`config.mk`:
```
export PLATFORM = sky130hd
export DESIGN_NAME = asrv32_sim_console
export DESIGN_NICKNAME = d
export VERILOG_FILES = /design/src/rtl/asrv32_sim_console.sv
export SDC_FILE = /design/constraint.sdc
export NUM_CORES = 1
export LEC_CHECK = 0
export ABC_CLOCK_PERIOD_IN_PS = 4300
export CORE_MARGIN = 2
export CORE_UTILIZATION = 35
export CTS_CLUSTER_DIAMETER = 40
export CTS_CLUSTER_SIZE = 8
export DETAILED_ROUTE_END_ITERATION = 16
export GPL_TIMING_DRIVEN = 0
export PLACE_DENSITY = 0.55
export SLEW_MARGIN = 10
export SYNTH_ARGS = -nofsm -noshare
export SYNTH_HDL_FRONTEND = slang
export SYNTH_SLANG_ARGS = --single-unit
```
`constraint.sdc`:
```
create_clock -name clk -period 4.3 [get_ports clk]
set_clock_uncertainty 0.1 [all_clocks]
set_input_delay 0.645 -clock clk [delete_from_list [all_inputs] [get_ports clk]]
set_output_delay 0.645 -clock clk [all_outputs]
set_load 0.01 [all_outputs]
```
`src/rtl/asrv32_sim_console.sv`:
```
// Simulation console: memory-mapped TX FIFO drained onto an 8N1 line,
// plus a sticky tohost exit-word capture for ending SoC runs.
module asrv32_sim_console #(
    parameter logic [31:0] BASE_ADDR    = 32'h8000_0000,
    parameter int          FIFO_DEPTH   = 16,
    parameter int          CLKS_PER_BIT = 4
) (
    input  logic        clk,
    input  logic        rst,
    input  logic        i_rd_en,
    input  logic        i_wr_en,
    input  logic [31:0] i_data_addr,
    input  logic [31:0] i_data_in,
    input  logic [3:0]  i_wr_mask,
    output logic [31:0] o_data_out,
    output logic        o_ack,
    output logic        o_stall,
    output logic        o_uart_tx,
    output logic        o_tx_valid,
    output logic [7:0]  o_tx_byte,
    output logic        o_halt,
    output logic [30:0] o_exit_code
);

    localparam int AW   = $clog2(FIFO_DEPTH);
    localparam int CNTW = AW + 1;
    localparam int CW   = (CLKS_PER_BIT > 1) ? $clog2(CLKS_PER_BIT) : 1;
    localparam logic [CW-1:0]   BIT_LAST = CW'(CLKS_PER_BIT - 1);
    localparam logic [CNTW-1:0] CNT_FULL = CNTW'(FIFO_DEPTH);

    typedef enum logic [1:0] {
        IDLE,
        START,
        DATA,
        STOP
    } state_t;

    state_t          state_q;
    logic [CW-1:0]   tick_q;
    logic [2:0]      bit_q;
    logic [7:0]      shift_q;
    logic            tx_q;
    logic            tx_valid_q;
    logic [7:0]      tx_byte_q;

    logic [7:0]      mem_q [FIFO_DEPTH];
    logic [AW-1:0]   wr_ptr_q;
    logic [AW-1:0]   rd_ptr_q;
    logic [CNTW-1:0] count_q;
    logic [CNTW-1:0] count_d;

    logic            ack_q;
    logic [31:0]     rdata_q;
    logic [31:0]     rdata_d;
    logic            halt_q;
    logic [30:0]     exit_q;

    logic            hit;
    logic [1:0]      offset;
    logic            empty;
    logic            full;
    logic            busy;
    logic            stall;
    logic            accept;
    logic            push;
    logic            pop;
    logic            tohost;
    logic [31:0]     status;

    always_comb begin
        hit    = (i_data_addr[31:4] == BASE_ADDR[31:4]);
        offset = i_data_addr[3:2];
        empty  = (count_q == '0);
        full   = (count_q == CNT_FULL);
        busy   = (state_q != IDLE);
        // Only a TXDATA write can be refused; everything else completes.
        stall  = hit & i_wr_en & (offset == 2'd0) & full;
        accept = hit & (i_rd_en | i_wr_en) & ~stall;
        push   = accept & i_wr_en & (offset == 2'd0) & i_wr_mask[0];
        pop    = (state_q == IDLE) & ~empty;
        tohost = accept & i_wr_en & (offset == 2'd2)
               & (i_wr_mask == 4'hf) & i_data_in[0];

        status          = '0;
        status[AW:0]    = count_q;
        status[8]       = empty;
        status[9]       = full;
        status[10]      = busy;
        status[16]      = halt_q;

        rdata_d = '0;
        if (accept & i_rd_en & (offset == 2'd1)) begin
            rdata_d = status;
        end

        count_d = count_q;
        if (push & ~pop) begin
            count_d = count_q + CNTW'(1);
        end else if (pop & ~push) begin
            count_d = count_q - CNTW'(1);
        end
    end

    always_ff @(posedge clk) begin
        if (push) begin
            mem_q[wr_ptr_q] <= i_data_in[7:0];
        end
    end

    always_ff @(posedge clk or posedge rst) begin
        if (rst) begin
            wr_ptr_q <= '0;
            rd_ptr_q <= '0;
            count_q  <= '0;
            ack_q    <= 1'b0;
            rdata_q  <= '0;
            halt_q   <= 1'b0;
            exit_q   <= '0;
        end else begin
            if (push) begin
                wr_ptr_q <= wr_ptr_q + 1'b1;
            end
            if (pop) begin
                rd_ptr_q <= rd_ptr_q + 1'b1;
            end
            count_q <= count_d;
            ack_q   <= accept;
            rdata_q <= rdata_d;
            if (tohost & ~halt_q) begin
                halt_q <= 1'b1;
                exit_q <= i_data_in[31:1];
            end
        end
    end

    always_ff @(posedge clk or posedge rst) begin
        if (rst) begin
            state_q    <= IDLE;
            tick_q     <= '0;
            bit_q      <= '0;
            shift_q    <= '0;
            tx_q       <= 1'b1;
            tx_valid_q <= 1'b0;
            tx_byte_q  <= '0;
        end else begin
            tx_valid_q <= 1'b0;
            unique case (state_q)
                IDLE: begin
                    if (pop) begin
                        shift_q    <= mem_q[rd_ptr_q];
                        tx_byte_q  <= mem_q[rd_ptr_q];
                        tx_valid_q <= 1'b1;
                        tx_q       <= 1'b0;
                        tick_q     <= '0;
                        state_q    <= START;
                    end
                end
                START: begin
                    if (tick_q == BIT_LAST) begin
                        tick_q  <= '0;
                        bit_q   <= '0;
                        tx_q    <= shift_q[0];
                        shift_q <= shift_q >> 1;
                        state_q <= DATA;
                    end else begin
                        tick_q <= tick_q + 1'b1;
                    end
                end
                DATA: begin
                    if (tick_q == BIT_LAST) begin
                        tick_q <= '0;
                        if (bit_q == 3'd7) begin
                            tx_q    <= 1'b1;
                            state_q <= STOP;
                        end else begin
                            bit_q   <= bit_q + 1'b1;
                            tx_q    <= shift_q[0];
                            shift_q <= shift_q >> 1;
                        end
                    end else begin
                        tick_q <= tick_q + 1'b1;
                    end
                end
                STOP: begin
                    if (tick_q == BIT_LAST) begin
                        tick_q  <= '0;
                        state_q <= IDLE;
                    end else begin
                        tick_q <= tick_q + 1'b1;
                    end
                end
                default: state_q <= IDLE;
            endcase
        end
    end

    assign o_stall     = stall;
    assign o_ack       = ack_q;
    assign o_data_out  = rdata_q;
    assign o_uart_tx   = tx_q;
    assign o_tx_valid  = tx_valid_q;
    assign o_tx_byte   = tx_byte_q;
    assign o_halt      = halt_q;
    assign o_exit_code = exit_q;

endmodule

```
==> results.ini <==
[status]
outcome = finished, final reports clean

[global_routing]
antenna_found_initial = 0
grt_remaining_overflow = 0
grt_usage_pct = 15.3
grt_pass1_vias = 5521
grt_max_degree = 66
grt_pass1_wl_um = 30700

[detailed_routing]
route.vias.total = 5126
route.detailed.drc = 0
drtPass1Iterations = 4
wirelength_um = 19200
route.detailed.wl_per_inst_um = 18.1
via_per_inst = 4.84
drt-initial-drc-count = 234
ant_nets = 0

[synth]
ys_warn_count = 0
synthCells = 529
synth_area_mm2 = 0.00862
synth_fa_ha_area_share_pct = 2.55
synth-simple-area-share_pct = 6.91
synth_top_family_by_area = multiplexers
yosys_register_bits = 208
synth-edff-count = 128
ys_seq_area_share_pct = 67.8
synth-xor-area-share_pct = 1.12
syn_avg_cell_area_um2 = 16.3
synth_compound_gate_area_share_pct = 4.93
synth_mux_area_share_pct = 12.9
synth.distinct_cells = 46
synthFlopType = edfxtp_1
async_reset_ff_share_pct = 38.5

[power]
peakVddDrop_mv = 0.281
p_total_mw = 5.07
p_leak_nw = 4.57
power_density_mw_per_mm2 = 438

[clocking]
tritoncts = yes
clk_path_buf_depth = 3
htree_levels = 2
clk_pin_slew_ps = 50
clock_sinks = 208
clock-root-buffer = clkbuf_16
insertion_delay_ps = 500
numCtsBuffers = 37
hold_buffers = 0

[worst_setup_path]
cp.required_ps = 4590
worstPathCellList = nor4_2 > and2_1 > nand2b_1 > clkbuf_1 > buf_2 > ha_1 > inv_1 > fa_1 > a21o_1 > a21oi_1 > xnor2_1 > nor2_1 > xnor2_1
path_delay_family = simple AND/OR/NAND/NOR gates
worstPathArrival_ps = 4110
max_stage_delay_ps = 530
cp-start-kind = register
crit_path_frequent_cell = xnor2_1
end_kind = register
cp.buffers_inverters = 3
path_class = register to register
path_max_fanout = 10
crit_slowest_cell = nor4_2

[final_layout]
fin_nets = 803
drive_above_1_share_pct = 21.6
antenna_cells = 0
final_cells = 1060
syn_to_final_growth_pct = 34.3
fin_util_pct = 47.8

[floorplan]
rows = 57
core_mm2 = 0.0242
initial_utilization_pct = 35.6
ios = 148
fp.dieH_um = 161
die_area_mm2 = 0.0259
die_x_um = 161

[timing]
worstMarginPinSlew_ps = 720
hold_violations = 0
worst_slack_ps = 475
maxSlewHeadroom_pct = 51.9
finalCritPeriodShare_pct = 89.0
final-setup-viol-count = 0
max_freq_ghz = 0.261
rsz0062_at_grt = false
period_minus_slack_ps = 3830
slew_violations = 0
hold_slack_ps = 333

[min_path]
worstHoldPathType = primary input to asynchronous set/reset pin

[placed_design]
globalplace.congestion = 0.753
placed_cells = 999
place_hpwl_um = 13100
portBuffers = 122
dp_worst_setup_slack_ps = -45.4

[run]
drv_cap = 0

==> flip-flops by register name, summed over array words and instances, names as in the netlist <==
signal and flops:
mem_q 128, o_exit_code 31, o_data_out 9, o_tx_byte 8, shift_q 8, count_q 5
rd_ptr_q 4, wr_ptr_q 4, bit_q 3, state_q 2, tick_q 2, o_ack 1
o_halt 1, o_tx_valid 1, o_uart_tx 1
==> through the flow <==
stage | TNS, ps | cell area (um2)
after floorplan | 0 | 8710
after global placement | -2790 | 10300
after detailed placement | -45.4 | 10400
after CTS | 0 | 11600
after global routing | 0 | 11600
final | 0 | 11600
==> cell usage in the layout (no fill, tap or decap), types with 2 or more instances in the layout <==
cell type / netlist / routed
xnor2_1: 10 / 10
o21a_1: 7 / 7
conb_1: 1 / 23
nand3_1: 3 / 3
ha_1: 16 / 16
nand4_1: 4 / 4
nand2_1: 29 / 29
nor2b_1: 5 / 5
a21o_1: 2 / 2
buf_1: 2 / 2
inv_1: 10 / 9
nor2_1: 13 / 13
buf_4: 24 / 24
clkinv_2: 0 / 4
a21oi_1: 7 / 7
nor4_1: 8 / 7
and2_1: 10 / 10
a22o_1: 15 / 15
clkbuf_1: 14 / 22
clkinv_1: 0 / 2
dfrtp_1: 79 / 79
buf_2: 9 / 10
clkbuf_16: 0 / 39
mux4_2: 32 / 32
mux2_2: 34 / 34
nand2b_1: 3 / 3
o211ai_1: 7 / 7
and4b_1: 3 / 3
nor4b_1: 2 / 2
clkbuf_8: 0 / 2
and3_1: 13 / 13
edfxtp_1: 128 / 128
o21ai_0: 18 / 18
nor3b_1: 3 / 3
bufinv_16: 0 / 4
clkdlybuf4s50_1: 0 / 122
nor3_1: 3 / 3
==> cell families after synthesis <==
logic type                 after synthesis
and+or+nand+nor                        104
AOI/OAI and AO/OA                       62
muxes                                   67
buffers and inverters                   59
DFF                                    208
adders and majority gates               17
xor gates and xnor gates                11
other                                    1
==> layout make-up <==
| class | count | area, um2 |
|---|---|---|
| Buffer | 49 | 285 |
| Clock buffer | 49 | 1030 |
| Clock inverter | 12 | 164 |
| Fill cell | 2096 | 12700 |
| Inverter | 10 | 40.0 |
| Multi-Input combinational cell | 284 | 2550 |
| Sequential cell | 208 | 5850 |
| Tap cell | 324 | 405 |
| Timing Repair Buffer | 124 | 1250 |
==> synthesized netlist by cell type, drive strengths merged (2+ instances only) <==
library cell	n	area, um2
a22o	15	131
nand3	3	15.0
nor3	3	15.0
nor2	13	48.8
xnor2	10	87.6
a21oi	7	35.0
clkbuf	14	52.6
nor3b	4	41.3
inv	10	37.5
a21o	2	15.0
dfrtp	79	1980
nor2b	5	31.3
and2	10	62.6
and4b	3	30.0
mux2	34	383
nand4	4	25.0
o211ai	7	52.6
o21a	7	52.6
mux4	32	721
nand2	29	109
ha	16	200
edfxtp	128	3840
o21ai	18	90.1
and3	13	81.3
nand2b	3	18.8
nor4b	3	41.3
nor4	8	50.1
buf	35	233
==> timing repair <==
action | CTS | global route
gates resized for setup | 0 | 1
setup endpoints to repair | 0 | 1
setup buffers | 0 | 0
==> routing by layer <==
layer / part of all wire [%] / GRT usage, %
met3: 5.9 / 3.95
met2: 50 / 25.9
met4: 2.6 / 5.40
met5: 0 / 0
met1: 41 / 19.0
==> worst paths after layout <==
check / from / end / slack, ps / cells past startpoint
min in group clk: o_tx_byte[5] / o_tx_byte[5] / 370 / 2
max reg2reg: count_q[0] / count_q[4] / 470 / 13
max: count_q[0] / count_q[4] / 470 / 13
min: rst / o_exit_code[10] / 330 / 2
max in group asynchronous: rst / o_uart_tx / 3140 / 3
min reg2reg: o_tx_byte[5] / o_tx_byte[5] / 370 / 2
==> power breakdown <==
group	switching, mW	total, mW	internal (mW)
combinational	0.0583	0.131	0.0725
sequential	0.00000000333	2.13	2.13
clock	0.904	2.81	1.90
total	0.962	5.07	4.11
Power figures use the tool's default switching activity.
